===== src/rtl/conv_v2_pkg.sv =====
// conv_v2_pkg: width constants shared across the conv_v2 datapath, plus the
// accumulator output-width helper used by both the accumulator and its
// downstream requantisation stage.
package conv_v2_pkg;

    localparam int unsigned CONV_ACT_W  = 8;   // activation width
    localparam int unsigned CONV_BIAS_W = 12;  // signed bias width
    localparam int unsigned CONV_PROD_W = 8;   // product width feeding the accumulator
    localparam int unsigned CONV_ELEMS  = 9;   // elements summed per output (3x3)

    // Width needed to sum n_elem values of prod_w bits without overflow.
    function automatic int unsigned acc_out_w(input int unsigned prod_w,
                                              input int unsigned n_elem);
        return prod_w + int'($clog2(n_elem));
    endfunction

    localparam int unsigned CONV_ACC_W = acc_out_w(CONV_PROD_W, CONV_ELEMS);

endpackage


===== src/rtl/sync_fifo_fwft.sv =====
// sync_fifo_fwft: single-clock first-word-fall-through FIFO.
// Ports:
//   iclk, irst_n      clock, async active-low reset (clears pointers/occupancy)
//   ipush, iwdata     write request and data; accepted when not full, or when
//                     full with a simultaneous pop
//   ipop              read request; ignored when empty
//   ordata            current head (zero while empty)
//   ofull, oempty     derived from the registered occupancy counter
module sync_fifo_fwft #(
    parameter int unsigned pWIDTH = 8,
    parameter int unsigned pDEPTH = 4
) (
    input  logic              iclk,
    input  logic              irst_n,
    input  logic              ipush,
    input  logic [pWIDTH-1:0] iwdata,
    input  logic              ipop,
    output logic [pWIDTH-1:0] ordata,
    output logic              ofull,
    output logic              oempty
);

    localparam int unsigned AW = $clog2(pDEPTH);
    localparam int unsigned CW = AW + 1;

    logic [pWIDTH-1:0] mem [pDEPTH];
    logic [AW-1:0]     wr_ptr;
    logic [AW-1:0]     rd_ptr;
    logic [CW-1:0]     count;
    logic              push_c;
    logic              pop_c;

    assign ofull  = (count == CW'(pDEPTH));
    assign oempty = (count == '0);

    // A pop frees a slot in the same cycle, so a full FIFO still takes a push.
    assign pop_c  = ipop & ~oempty;
    assign push_c = ipush & (~ofull | pop_c);

    // Pointer and occupancy registers
    always_ff @(posedge iclk or negedge irst_n) begin
        if (!irst_n) begin
            wr_ptr <= '0;
            rd_ptr <= '0;
            count  <= '0;
        end else begin
            if (push_c) wr_ptr <= wr_ptr + AW'(1);
            if (pop_c)  rd_ptr <= rd_ptr + AW'(1);
            count <= count + CW'(push_c) - CW'(pop_c);
        end
    end

    // Storage; contents are don't-care until written
    always_ff @(posedge iclk) begin
        if (push_c) mem[wr_ptr] <= iwdata;
    end

    assign ordata = oempty ? '0 : mem[rd_ptr];

endmodule


===== src/rtl/acc_requant_relu.sv =====
// acc_requant_relu: bias add, rounding right-shift, optional ReLU and
// saturation of accumulator sums, buffered in a FWFT FIFO onto a
// valid/ready stream. The accumulator cannot stall, so overflow drops results.
// Ports:
//   iclk, irst_n          clock, async active-low reset
//   idata, idata_en       accumulator sum and its one-cycle strobe
//   ibias, ishift         per-result signed bias and shift, sampled with idata_en
//   odata, ovalid, iready output stream (FIFO head / non-empty / consumer ready)
//   ofull                 FIFO full
//   odrop                 sticky flag: a result was lost to a full FIFO
//   osat_cnt              saturating count of clamped results
//   iclr_stats            synchronous clear of odrop and osat_cnt
module acc_requant_relu
    import conv_v2_pkg::*;
#(
    parameter int unsigned pDATA_IN_W  = CONV_ACC_W,
    parameter int unsigned pIN_SIGNED  = 0,
    parameter int unsigned pBIAS_W     = CONV_BIAS_W,
    parameter int unsigned pSHIFT_W    = 4,
    parameter int unsigned pDATA_OUT_W = CONV_ACT_W,
    parameter int unsigned pRELU       = 1,
    parameter int unsigned pFIFO_DEPTH = 4
) (
    input  logic                   iclk,
    input  logic                   irst_n,
    input  logic [pDATA_IN_W-1:0]  idata,
    input  logic                   idata_en,
    input  logic [pBIAS_W-1:0]     ibias,
    input  logic [pSHIFT_W-1:0]    ishift,
    output logic [pDATA_OUT_W-1:0] odata,
    output logic                   ovalid,
    input  logic                   iready,
    output logic                   ofull,
    output logic                   odrop,
    output logic [15:0]            osat_cnt,
    input  logic                   iclr_stats
);

    // Unsigned inputs need one extra bit to stay positive once made signed.
    localparam int unsigned IN_EXT_W = pDATA_IN_W + ((pIN_SIGNED != 0) ? 0 : 1);
    localparam int unsigned SUM_W    = ((IN_EXT_W > pBIAS_W) ? IN_EXT_W : pBIAS_W) + 1;
    localparam int unsigned RND_W    = SUM_W + 1;

    localparam logic signed [RND_W-1:0] MAX_V = (pRELU != 0)
        ? RND_W'((1 << pDATA_OUT_W) - 1)
        : RND_W'((1 << (pDATA_OUT_W - 1)) - 1);
    localparam logic signed [RND_W-1:0] MIN_V = (pRELU != 0)
        ? '0
        : RND_W'(-(1 << (pDATA_OUT_W - 1)));

    // ---------------- S1: extend and add bias ----------------
    logic signed [SUM_W-1:0] in_ext_c;
    logic signed [SUM_W-1:0] bias_ext_c;
    logic signed [SUM_W-1:0] sum_c;

    always_comb begin
        if (pIN_SIGNED != 0) in_ext_c = SUM_W'(signed'(idata));
        else                 in_ext_c = SUM_W'(idata);
        bias_ext_c = SUM_W'(signed'(ibias));
        sum_c      = in_ext_c + bias_ext_c;
    end

    logic                    s1_vld;
    logic signed [SUM_W-1:0] s1_sum;
    logic [pSHIFT_W-1:0]     s1_shift;

    // S1 pipeline register
    always_ff @(posedge iclk or negedge irst_n) begin
        if (!irst_n) begin
            s1_vld   <= 1'b0;
            s1_sum   <= '0;
            s1_shift <= '0;
        end else begin
            s1_vld <= idata_en;
            if (idata_en) begin
                s1_sum   <= sum_c;
                s1_shift <= ishift;
            end
        end
    end

    // ---------------- S2: round, shift, ReLU, clamp ----------------
    logic signed [RND_W-1:0]  rnd_c;
    logic signed [RND_W-1:0]  rounded_c;
    logic signed [RND_W-1:0]  shifted_c;
    logic [pDATA_OUT_W-1:0]   res_c;
    logic                     sat_c;

    always_comb begin
        rnd_c = '0;
        if (s1_shift != '0) rnd_c = RND_W'(1) << (s1_shift - pSHIFT_W'(1));
        rounded_c = RND_W'(s1_sum) + rnd_c;

        // Shifting the whole sum away leaves only its sign.
        if (32'(s1_shift) >= SUM_W) shifted_c = {RND_W{s1_sum[SUM_W-1]}};
        else                        shifted_c = rounded_c >>> s1_shift;

        res_c = shifted_c[pDATA_OUT_W-1:0];
        sat_c = 1'b0;
        if ((pRELU != 0) && shifted_c[RND_W-1]) begin
            res_c = '0;
        end else if (shifted_c > MAX_V) begin
            res_c = MAX_V[pDATA_OUT_W-1:0];
            sat_c = 1'b1;
        end else if ((pRELU == 0) && (shifted_c < MIN_V)) begin
            res_c = MIN_V[pDATA_OUT_W-1:0];
            sat_c = 1'b1;
        end
    end

    logic                   s2_vld;
    logic [pDATA_OUT_W-1:0] s2_data;

    // S2 pipeline register
    always_ff @(posedge iclk or negedge irst_n) begin
        if (!irst_n) begin
            s2_vld  <= 1'b0;
            s2_data <= '0;
        end else begin
            s2_vld <= s1_vld;
            if (s1_vld) s2_data <= res_c;
        end
    end

    // ---------------- Output buffer ----------------
    logic fifo_empty;
    logic pop_c;

    assign ovalid = ~fifo_empty;
    assign pop_c  = ovalid & iready;

    sync_fifo_fwft #(
        .pWIDTH (pDATA_OUT_W),
        .pDEPTH (pFIFO_DEPTH)
    ) u_out_fifo (
        .iclk   (iclk),
        .irst_n (irst_n),
        .ipush  (s2_vld),
        .iwdata (s2_data),
        .ipop   (pop_c),
        .ordata (odata),
        .ofull  (ofull),
        .oempty (fifo_empty)
    );

    // Drop flag and clamp counter; a clear in the same cycle takes priority
    always_ff @(posedge iclk or negedge irst_n) begin
        if (!irst_n) begin
            odrop    <= 1'b0;
            osat_cnt <= '0;
        end else if (iclr_stats) begin
            odrop    <= 1'b0;
            osat_cnt <= '0;
        end else begin
            if (s2_vld && ofull && !pop_c) odrop <= 1'b1;
            if (s1_vld && sat_c && (osat_cnt != 16'hFFFF)) osat_cnt <= osat_cnt + 16'd1;
        end
    end

endmodule

===== config.mk =====
export PLATFORM = sky130hd
export DESIGN_NAME = acc_requant_relu
export DESIGN_NICKNAME = d
export VERILOG_FILES = /design/src/rtl/conv_v2_pkg.sv /design/src/rtl/sync_fifo_fwft.sv /design/src/rtl/acc_requant_relu.sv
export SDC_FILE = /design/constraint.sdc
export NUM_CORES = 1
export LEC_CHECK = 0
export ABC_AREA = 0
export ABC_CLOCK_PERIOD_IN_PS = 6900
export CAP_MARGIN = 40
export CORE_MARGIN = 4
export CORE_UTILIZATION = 50
export DETAILED_ROUTE_END_ITERATION = 6
export GPL_TIMING_DRIVEN = 0
export PLACE_DENSITY_LB_ADDON = 0.12
export SLEW_MARGIN = 10
export SYNTH_ARGS = -nofsm -noshare
export SYNTH_HDL_FRONTEND = slang
export SYNTH_HIERARCHICAL = 1
export SYNTH_SLANG_ARGS = --single-unit
export TNS_END_PERCENT = 100

===== constraint.sdc =====
create_clock -name iclk -period 6.9 [get_ports iclk]
set_clock_uncertainty 0.1 [all_clocks]
set_input_delay 2.07 -clock iclk [delete_from_list [all_inputs] [get_ports iclk]]
set_output_delay 2.07 -clock iclk [all_outputs]
set_load 0.05 [all_outputs]

* Word-level counts from Yosys, hierarchy flattened
Memory sizes are Yosys's and may differ from the RTL's.
Index checks and enable logic that the tools add are counted.
** Storage, ports and cells
- Register bits :: 52
- Bits in writable memories :: 32
- Input bits :: 33
- Output and inout port bits :: 27
- Logic and storage cells :: 53
- Memories :: 1
** Memories
- u_out_fifo.mem :: depth 4, bits a word 8, rd ports 1, clocked after memory_dff 0, wr ports 1, RTL line sync_fifo_fwft.sv:26 : logic [pWIDTH-1:0] mem [pDEPTH];
** Cells by class
- $add $sub $neg :: 8
- Order comparisons :: 2
- Equality and inequality tests :: 2
- Shift operators :: 2
- Muxes and demuxes :: 13
- Bitwise gates (word level) :: 6
- Reductions and logical operators :: 9
** Operator list (count)
- 16-bit 2-to-1 mux :: 2
- 15-bit 2-to-1 mux :: 2
- 8-bit 2-to-1 mux :: 3
- 16-bit by 1-bit adder with 16-bit output (second input constant) :: 1
- 16-bit != test (second input constant) :: 1
- 14-bit by 15-bit adder with 15-bit output :: 1
- 15-bit by 9-bit greater-than comparator with 1-bit output (second input constant) :: 1
- 1-bit by 4-bit left shift with 15-bit output (first input constant) :: 1
- 15-bit by 4-bit >>> shifter with 15-bit output :: 1
- 13-bit by 12-bit adder with 14-bit output :: 1
- 1-bit 2-to-1 mux :: 6
- 2-bit by 1-bit adder with 2-bit output (second input constant) :: 2
- 4-bit >= comparator (second input constant) :: 1
- 1-bit logical AND :: 4
- 2-bit nonzero test :: 2
- 4-bit nonzero test :: 1
- 4-bit by 1-bit subtractor with 4-bit output (second input constant) :: 1
- 3-bit by 1-bit adder with 3-bit output :: 1
- 1-bit bitwise AND :: 3
- 3-bit == test (second input constant) :: 1
- 3-bit zero test :: 1
- 3-bit by 1-bit subtractor with 3-bit output :: 1
- 1-bit inverter :: 2
- 1-bit zero test :: 1
- 1-bit bitwise OR :: 1

* Depth between registers and ports, before layout
Gate-level depths: netlist of run 1.
- Depth in word-level cells :: 13
- Mapped depth :: 18
- Mapped depth without buffers :: 15

* Modules after synthesis
The synthesis of run 1 kept the hierarchy.
** By module, submodules not included
- acc_requant_relu :: instances 1, cells an instance 466, area an instance 4001.3 um^2
- sync_fifo_fwft :: instances 1, cells an instance 87, area an instance 1630.3 um^2

* Worst setup path after synthesis of run 1
No wires, ideal clock.
- Path kind :: input -> register
- From :: input port idata[0]
- To :: register s1_sum[12]
- Library setup time :: 0.125 ns
- Data arrival time :: 4.093 ns
- Data required time :: 6.675 ns
- Slack :: 2.583 ns
- Stages on the path :: 13
- Buffers on the path :: 0
- Cells stage by stage :: ha_1 -> inv_1 -> fa_1 -> nor2b_1 -> o21ai_0 -> a21boi_0 -> o21ai_0 -> a21boi_0 -> o21ai_0 -> a21oi_1 -> o41ai_1 -> xnor2_1 -> mux2_2
** Between the ends
- Cells in the longest elaborated chain, start to end :: 1
** RTL lines
- start, declared :: RTL line acc_requant_relu.sv:26 : input logic [pDATA_IN_W-1:0] idata,
- 13-bit by 12-bit adder with 14-bit output :: RTL line acc_requant_relu.sv:60 : sum_c = in_ext_c + bias_ext_c;
- end signal, assigned :: RTL line acc_requant_relu.sv:76 : s1_sum <= sum_c;
- end, declared :: RTL line acc_requant_relu.sv:64 : logic signed [SUM_W-1:0] s1_sum;
Every way passes these cells.
A chain may end at the register's enable or synchronous reset.

* Worst setup path in the final report of run 1
- From :: register s1_shift[2]
- To :: register osat_cnt[5]
** Between the ends
- Cells in the longest elaborated chain, start to end :: 12
- Elaborated cells on any way between the ends :: 14
** RTL lines
- start, declared :: RTL line acc_requant_relu.sv:65 : logic [pSHIFT_W-1:0] s1_shift;
- start signal, assigned :: RTL line acc_requant_relu.sv:77 : s1_shift <= ishift;
- 4-bit by 1-bit subtractor with 4-bit output :: RTL line acc_requant_relu.sv:91 : if (s1_shift != '0) rnd_c = RND_W'(1) << (s1_shift - pSHIFT_W'(1));
- 1-bit by 4-bit left shift with 15-bit output :: RTL line acc_requant_relu.sv:91
- 15-bit 2-to-1 mux :: RTL line acc_requant_relu.sv:91
- 14-bit by 15-bit adder with 15-bit output :: RTL line acc_requant_relu.sv:92 : rounded_c = RND_W'(s1_sum) + rnd_c;
- 15-bit by 4-bit >>> shifter with 15-bit output :: RTL line acc_requant_relu.sv:96 : else shifted_c = rounded_c >>> s1_shift;
- 15-bit 2-to-1 mux * :: RTL line acc_requant_relu.sv:95 : if (32'(s1_shift) >= SUM_W) shifted_c = {RND_W{s1_sum[SUM_W-1]}};
- 15-bit by 9-bit greater-than comparator with 1-bit output :: RTL line acc_requant_relu.sv:102 : end else if (shifted_c > MAX_V) begin
- 1-bit 2-to-1 mux :: RTL line acc_requant_relu.sv:102
- 1-bit 2-to-1 mux * :: RTL line acc_requant_relu.sv:100 : if ((pRELU != 0) && shifted_c[RND_W-1]) begin
- 1-bit logical AND * (2 in series) :: RTL line acc_requant_relu.sv:156 : if (s1_vld && sat_c && (osat_cnt != 16'hFFFF)) osat_cnt <= osat_cnt + 16'd1;
- 2-bit nonzero test (no source line) *
- end signal, assigned :: RTL line acc_requant_relu.sv:156
- end, declared :: RTL line acc_requant_relu.sv:35 : output logic [15:0] osat_cnt,
Mark *: on every way between the ends. The rest lies on a longest branch, timed or not.

==> results of run 1 <==
-- path summary, 6_finish.rpt --
| path | start | end | slack, ns | depth (start not counted) |
|---|---|---|---|---|
| max in group asynchronous | irst_n | osat_cnt[7]$_DFFE_PN0P_ | 4.57 | 2 |
| hold reg to reg | s1_vld$_DFF_PN0_ | s2_vld$_DFF_PN0_ | 0.33 | 0 |
| setup reg to reg | s1_shift[2]$_DFFE_PN0P_ | osat_cnt[5]$_DFFE_PN0P_ | 1.80 | 17 |
| hold / removal | s1_vld$_DFF_PN0_ | s2_vld$_DFF_PN0_ | 0.33 | 0 |
| min in group asynchronous | irst_n | s1_shift[3]$_DFFE_PN0P_ | 1.58 | 1 |
| setup / recovery | s1_shift[2]$_DFFE_PN0P_ | osat_cnt[5]$_DFFE_PN0P_ | 1.80 | 17 |
-- cells in the final DEF, fill, tap and decap left out, types with 4 or more instances in the layout --
master            n
nor2_1           50
nand3_1          19
o21ai_1           5
xnor2_1          23
mux4_2           13
or4_1             4
nor2b_1          13
and2_2            4
a21o_1           12
xor2_1            4
a21oi_1          26
mux2_2           14
o21ai_0          29
clkinv_1          4
nor4_1            4
mux2_4            4
edfxtp_1         32
clkbuf_1         17
a31oi_1           4
and3_1            6
dfrtp_1          52
clkbuf_16         9
o31ai_1           5
mux2i_1          10
nor3_1           13
nand2_1          43
or3_1             4
clkdlybuf4s50_1  58
and2_1           13
ha_1             33
mux2_1            4
inv_1            24
-- routing by layer --
metal / up-vias / wire (µm) / GRT usage
met4: 0 / 226 / 0.0665
met2: 122 / 6260 / 0.349
met1: 2120 / 5370 / 0.250
li1: 2174 / - / -
met3: 15 / 551 / 0.0354
met5: - / 0 / 0
-- power groups by stage --
stage          Clock [mW]  Combinational, mW  Sequential, mW
4_1_cts             0.456              0.905           0.702
3_3_place_gp            0              0.882           0.703
6_report            0.446              0.900           0.701
3_5_place_dp            0              0.900           0.712
2_1_floorplan           0              0.673           0.695
5_1_grt             0.478              0.980           0.714
-- sequential cells by signal, summed over array words and instances, names as in the netlist --
register	count
odrop	1
osat_cnt	16
s1_shift	4
s1_sum	14
s1_vld	1
s2_data	8
s2_vld	1
u_out_fifo/count	3
u_out_fifo/mem	32
u_out_fifo/rd_ptr	2
u_out_fifo/wr_ptr	2
-- through the flow --
stage	cells	total power, mW	worst slack (ns)	util	hold WS (ns)
after detailed placement	753	1.61	1.74	0.586	0.324
after global routing	769	2.17	1.41	0.612	0.345
after global placement	752	1.58	1.74	0.585	0.319
final	769	2.05	1.80	0.612	0.326
after floorplan	553	1.37	2.58	-	0.274
after CTS	769	2.06	1.85	0.612	0.335
-- cell type report --
cell class / count / area (µm²) / area share
Buffer: 25 / 119 / 0.0178
Clock buffer: 9 / 225 / 0.0337
Clock inverter: 7 / 52.6 / 0.00785
Inverter: 26 / 97.6 / 0.0146
Multi-Input combinational cell: 418 / 3150 / 0.471
Sequential cell: 84 / 2260 / 0.338
Tap cell: 140 / 175 / 0.0262
Timing Repair Buffer: 60 / 606 / 0.0905
-- kinds of logic (layout without fill, tap and decap cells) --
group | count (synthesis) | in the layout
buf+inv | 51 | 127
compound gates | 122 | 122
xor+xnor | 27 | 27
mux | 45 | 45
flops | 84 | 84
fa+ha+maj | 36 | 36
simple gates | 188 | 188
-- synthesized netlist by cell type (5+ instances only) --
master,instances,share of area
o31ai_1,5,0.0067
nand2_1,43,0.029
mux4_2,13,0.052
nor3_1,13,0.012
a21o_1,12,0.016
inv_1,24,0.016
and2_1,13,0.014
mux2_2,14,0.028
dfrtp_1,52,0.23
edfxtp_1,32,0.17
nor2_1,50,0.033
o21ai_0,29,0.026
ha_1,33,0.073
o21ai_1,5,0.0044
nand3_1,19,0.017
clkbuf_1,17,0.011
mux2i_1,10,0.018
xnor2_1,23,0.036
nor2b_1,13,0.014
a21oi_1,26,0.023
and3_1,6,0.0067
-- worst max-delay path, cell delays in order (launching register included) --
cell and delay (ns):
dfrtp_1 0.32, clkbuf_1 0.31, clkinv_1 0.36, nand2_1 0.35, nor2_1 0.08, ha_1 0.28, clkbuf_1 0.26, a21oi_1 0.14
and2_1 0.19, a221oi_4 0.44, a21boi_1 0.19, xnor2_1 0.19, o32ai_1 0.47, o2111ai_1 0.32, o31ai_4 0.37, buf_6 0.20
nor3_1 0.08, mux2_4 0.32
==> results.toml, run 1 <==
[outcome]
status = "complete, no violations"

[timing]
timing.fmax_ghz = 0.196
hold_viol = 0
maxSlewViolCount = 0
final.setup.tns_ns = 0
setup_viol = 0
tightest_slew_ns = 0.734
period_minus_slack_ns = 5.10
relSlewSlack = 0.511
min_period_over_period = 0.740
rsz0062_at_grt = "no"

[worst_hold_path]
min_path_type = "flop to flop"

[synthesis]
synth-simple-area-share = 0.166
synth_xor_area_frac = 0.0420
synthAdderAreaFrac = 0.0840
syn_area_um2 = 5630
muxShareOfSynthArea = 0.116
yosysWarnings = 6
ys_seq_area_frac = 0.402
synth_edf_count = 32
syn_inst = 553
syn_nets = 622
synth_compound_area_frac = 0.152
ys_seq_elements = 84
postSynthAreaPerCell_um2 = 10.2
synth_cell_types = 72
async_flop_share = 0.619
synthFlopType = "dfrtp_1"
synth_top_family_by_area = "simple AND/OR/NAND/NOR gates"

[die]
die_w_um = 114
initial_utilization = 0.515
die_area_um2 = 13000
rows = 38
core_um2 = 10900
dieHeight_um = 114
pin_count = 60

[grt]
grt-ovfl-total = 0
grt_pass1_wl_mm = 20.8
antenna_found_initial = 0
grt_pass1_vias = 4335
grt_max_degree = 36
grt_usage = 0.200

[drt]
drcViolationCount = 0
routedWlPerCell_um = 16.1
ant_nets = 0
viasPerCell = 5.76
vias = 4431
drt-total-wl_mm = 12.4
drt_iter0_drc = 293
first_pass_iters = 5

[placement]
portBuffers = 59
hpwl_mm = 9.49
globalplace.congestion = 0.886
placed_area_um2 = 6410

[clock_network]
cts_sinks = 84
cts_max_level = 3
clk_pin_slew_worst_paths_ns = 0.06
cts_root_buffer = "clkbuf_16"
cts_resized = 0
cts_setup_buffers = 0
clk_latency_ns = 0.34
numCtsBuffers = 9
cts-hold-fix-buffers = 0
cts_tree = "yes"
clockBufferDepth = 2

[pwr]
p_sw_frac = 0.380
sequentialPowerShare = 0.342
p_switching_uw = 778
power.clock.fraction = 0.218
leakagePower_nw = 2.76
p_per_area_nw_per_um2 = 306
p_int_mw = 1.27
comb_power_share = 0.440
ir_drop_v = 0.000236

[worst_setup_path]
setup.worst_path.start_class = "flop"
crit_required_ns = 7.02
critical_path_class = "flop to flop"
worstPathArrival_ns = 5.22
crit_path_end_kind = "flop"
worstPathMaxFanout = 10

[layout]
layout.nets = 693
antenna_cells = 0
fillers = 951
areaGrowthSynthToFinish_pct = 18.8
stdcell_area_um2 = 6690
drive_above_1_share = 0.103

[flow_run]
maxCapViolCount = 0
No activity file was read; power rests on OpenSTA's default activity.
==> inputs of run 2 (changes only) <==
- ABC_CLOCK_PERIOD_IN_PS: 6900 -> 5200
- clock period: 6.9 -> 5.2 ns (I/O delays scaled with it)
==> run 2 against run 1 <==
  * First-iteration DRC count fell by 27%
  * Non-clock buffer count fell by 1
  * Final area increased by 0.24%
  * Combinational power is 33% higher
  * Cell count is 0.13% lower
  * Critical endpoint is now osat_cnt[10]$_DFFE_PN0P_
==> results.toml, run 2 (same netlist as run 1, synthesis figures left out) <==
[outcome]
status = "complete, no violations"

[pwr]
sequentialPowerShare = 0.343
power_mw = 2.72
leakagePower_nw = 2.77
p_per_area_nw_per_um2 = 405
power.clock.fraction = 0.218
p_sw_frac = 0.380
comb_power_share = 0.440
ir_drop_v = 0.000314
p_int_mw = 1.68
p_switching_mw = 1.03

[die]
initial_utilization = 0.515
rows = 38
core_um2 = 10900
die_area_um2 = 13000
pin_count = 60
dieHeight_um = 114
die_w_um = 114

[layout]
top_register = "u_out_fifo/mem"
layout.nets = 692
seq_area_um2 = 2260
areaGrowthSynthToFinish_pct = 19.1
final_cell_mix = "clkdlybuf4s50_1 (58), dfrtp_1 (52), nor2_1 (50)"
reg_top3 = "u_out_fifo/mem (32), osat_cnt (16), s1_sum (14)"
stdcell_area_um2 = 6710
multi_input_area_um2 = 3170
antenna_cells = 0
fillers = 947
final_common_cell = "clkdlybuf4s50_1"
drive_above_1_share = 0.113
largest_register_ffs = 32

[worst_setup_path]
crit_path_end_kind = "flop"
worstPathArrival_ns = 4.95
r2r_slack_ns = 0.37
critical_path_class = "flop to flop"
setup.worst_path.start_class = "flop"
worstPathMaxFanout = 10
crit_required_ns = 5.31

[clock_network]
cts_max_level = 3
cts_root_buffer = "clkbuf_16"
clk_latency_ns = 0.34
clk_pin_slew_worst_paths_ns = 0.06
clockBufferDepth = 2
cts_sinks = 84
numCtsBuffers = 9
cts_tree = "yes"

[grt]
grt_pass1_wl_mm = 20.8
grt_max_degree = 36
grt-ovfl-total = 0
antenna_found_initial = 0
grt_usage = 0.200
grt_pass1_vias = 4335

[drt]
first_pass_iters = 5
ant_nets = 0
viasPerCell = 5.81
routedWlPerCell_um = 16.2
drcViolationCount = 0
vias = 4461
drt-total-wl_mm = 12.4
drt_iter0_drc = 214

[placement]
hpwl_mm = 9.49
globalplace.congestion = 0.886
placed_area_um2 = 6410
portBuffers = 59

[timing]
relSlewSlack = 0.514
maxSlewViolCount = 0
period_minus_slack_ns = 4.83
setup_viol = 0
tightest_slew_ns = 0.729
fin_hold_ws_ns = 0.323
final.setup.tns_ns = 0
min_period_over_period = 0.929
timing.fmax_ghz = 0.207
rsz0062_at_grt = "no"
hold_viol = 0

[flow_run]
maxCapViolCount = 0

[worst_hold_path]
min_path_type = "flop to flop"
run 2: cell count changes in the layout (fill, tap and decap cells not counted):
cell        change
clkbuf_1        -3
clkbuf_2        +3
buf_1           -1
clkinv_1        -1
clkinvlp_4      +1
nor3_1          -1
nor3_2          +1
o32ai_1         -1
o32ai_2         +1
run 2: power groups by stage:
stage | Sequential, mW | Clock, mW | Combinational [mW]
finish | 0.932 | 0.592 | 1.20
CTS | 0.932 | 0.605 | 1.20
floorplan | 0.922 | 0 | 0.893
global route | 0.950 | 0.634 | 1.30
global placement | 0.932 | 0 | 1.17
detailed placement | 0.945 | 0 | 1.19
run 2: what timing repair did:
item | in CTS | in global routing
hold buffers | 0 | 0
buffers inserted | 0 | 0
endpoints found under the setup margin | 0 | 23
resized for setup | 0 | 8
run 2: area by class of cell:
class                           count  share of cell area
Multi-Input combinational cell    418               0.472
Sequential cell                    84               0.337
Timing Repair Buffer               60              0.0903
Clock buffer                        9              0.0336
Tap cell                          140              0.0261
Buffer                             24              0.0177
Inverter                           26              0.0151
Clock inverter                      7             0.00784
run 2: per-stage QoR:
step                      instances   util  setup slack (ns)
after floorplan                 553      -             0.974
after global placement          752  0.585             0.253
after detailed placement        753  0.586             0.207
after CTS                       769  0.612             0.148
after global routing            768  0.613            0.0434
final                           768  0.613             0.370
run 2: critical path, stage by stage (launching register included):
cell and delay [ns]:
dfrtp_1 0.56, clkbuf_1 0.42, nor3_1 0.12, ha_1 0.24
fa_1 0.41, a21o_1 0.20, a221oi_2 0.46, a221oi_4 0.19
a21boi_1 0.28, xnor2_1 0.17, o32ai_2 0.34, o2111ai_1 0.27
o31ai_4 0.36, buf_6 0.20, nor4_1 0.07, mux2_1 0.33
run 2: worst paths after layout:
path / startpoint / to / cells past startpoint
setup / recovery: s1_shift[2]$_DFFE_PN0P_ / osat_cnt[10]$_DFFE_PN0P_ / 15
hold / removal: s1_vld$_DFF_PN0_ / s2_vld$_DFF_PN0_ / 0
setup reg to reg: s1_shift[2]$_DFFE_PN0P_ / osat_cnt[10]$_DFFE_PN0P_ / 15
hold reg to reg: s1_vld$_DFF_PN0_ / s2_vld$_DFF_PN0_ / 0
max in group asynchronous: irst_n / osat_cnt[5]$_DFFE_PN0P_ / 2
min in group asynchronous: irst_n / s1_shift[3]$_DFFE_PN0P_ / 1
run 2: routing by layer:
layer	wire length, µm	share of wire	vias to the layer above	GRT usage
li1	-	-	2179	-
met1	5430	0.44	2146	0.250
met2	6270	0.50	121	0.349
met3	495	0.040	15	0.0354
met4	223	0.018	0	0.0665
met5	0	0	-	0
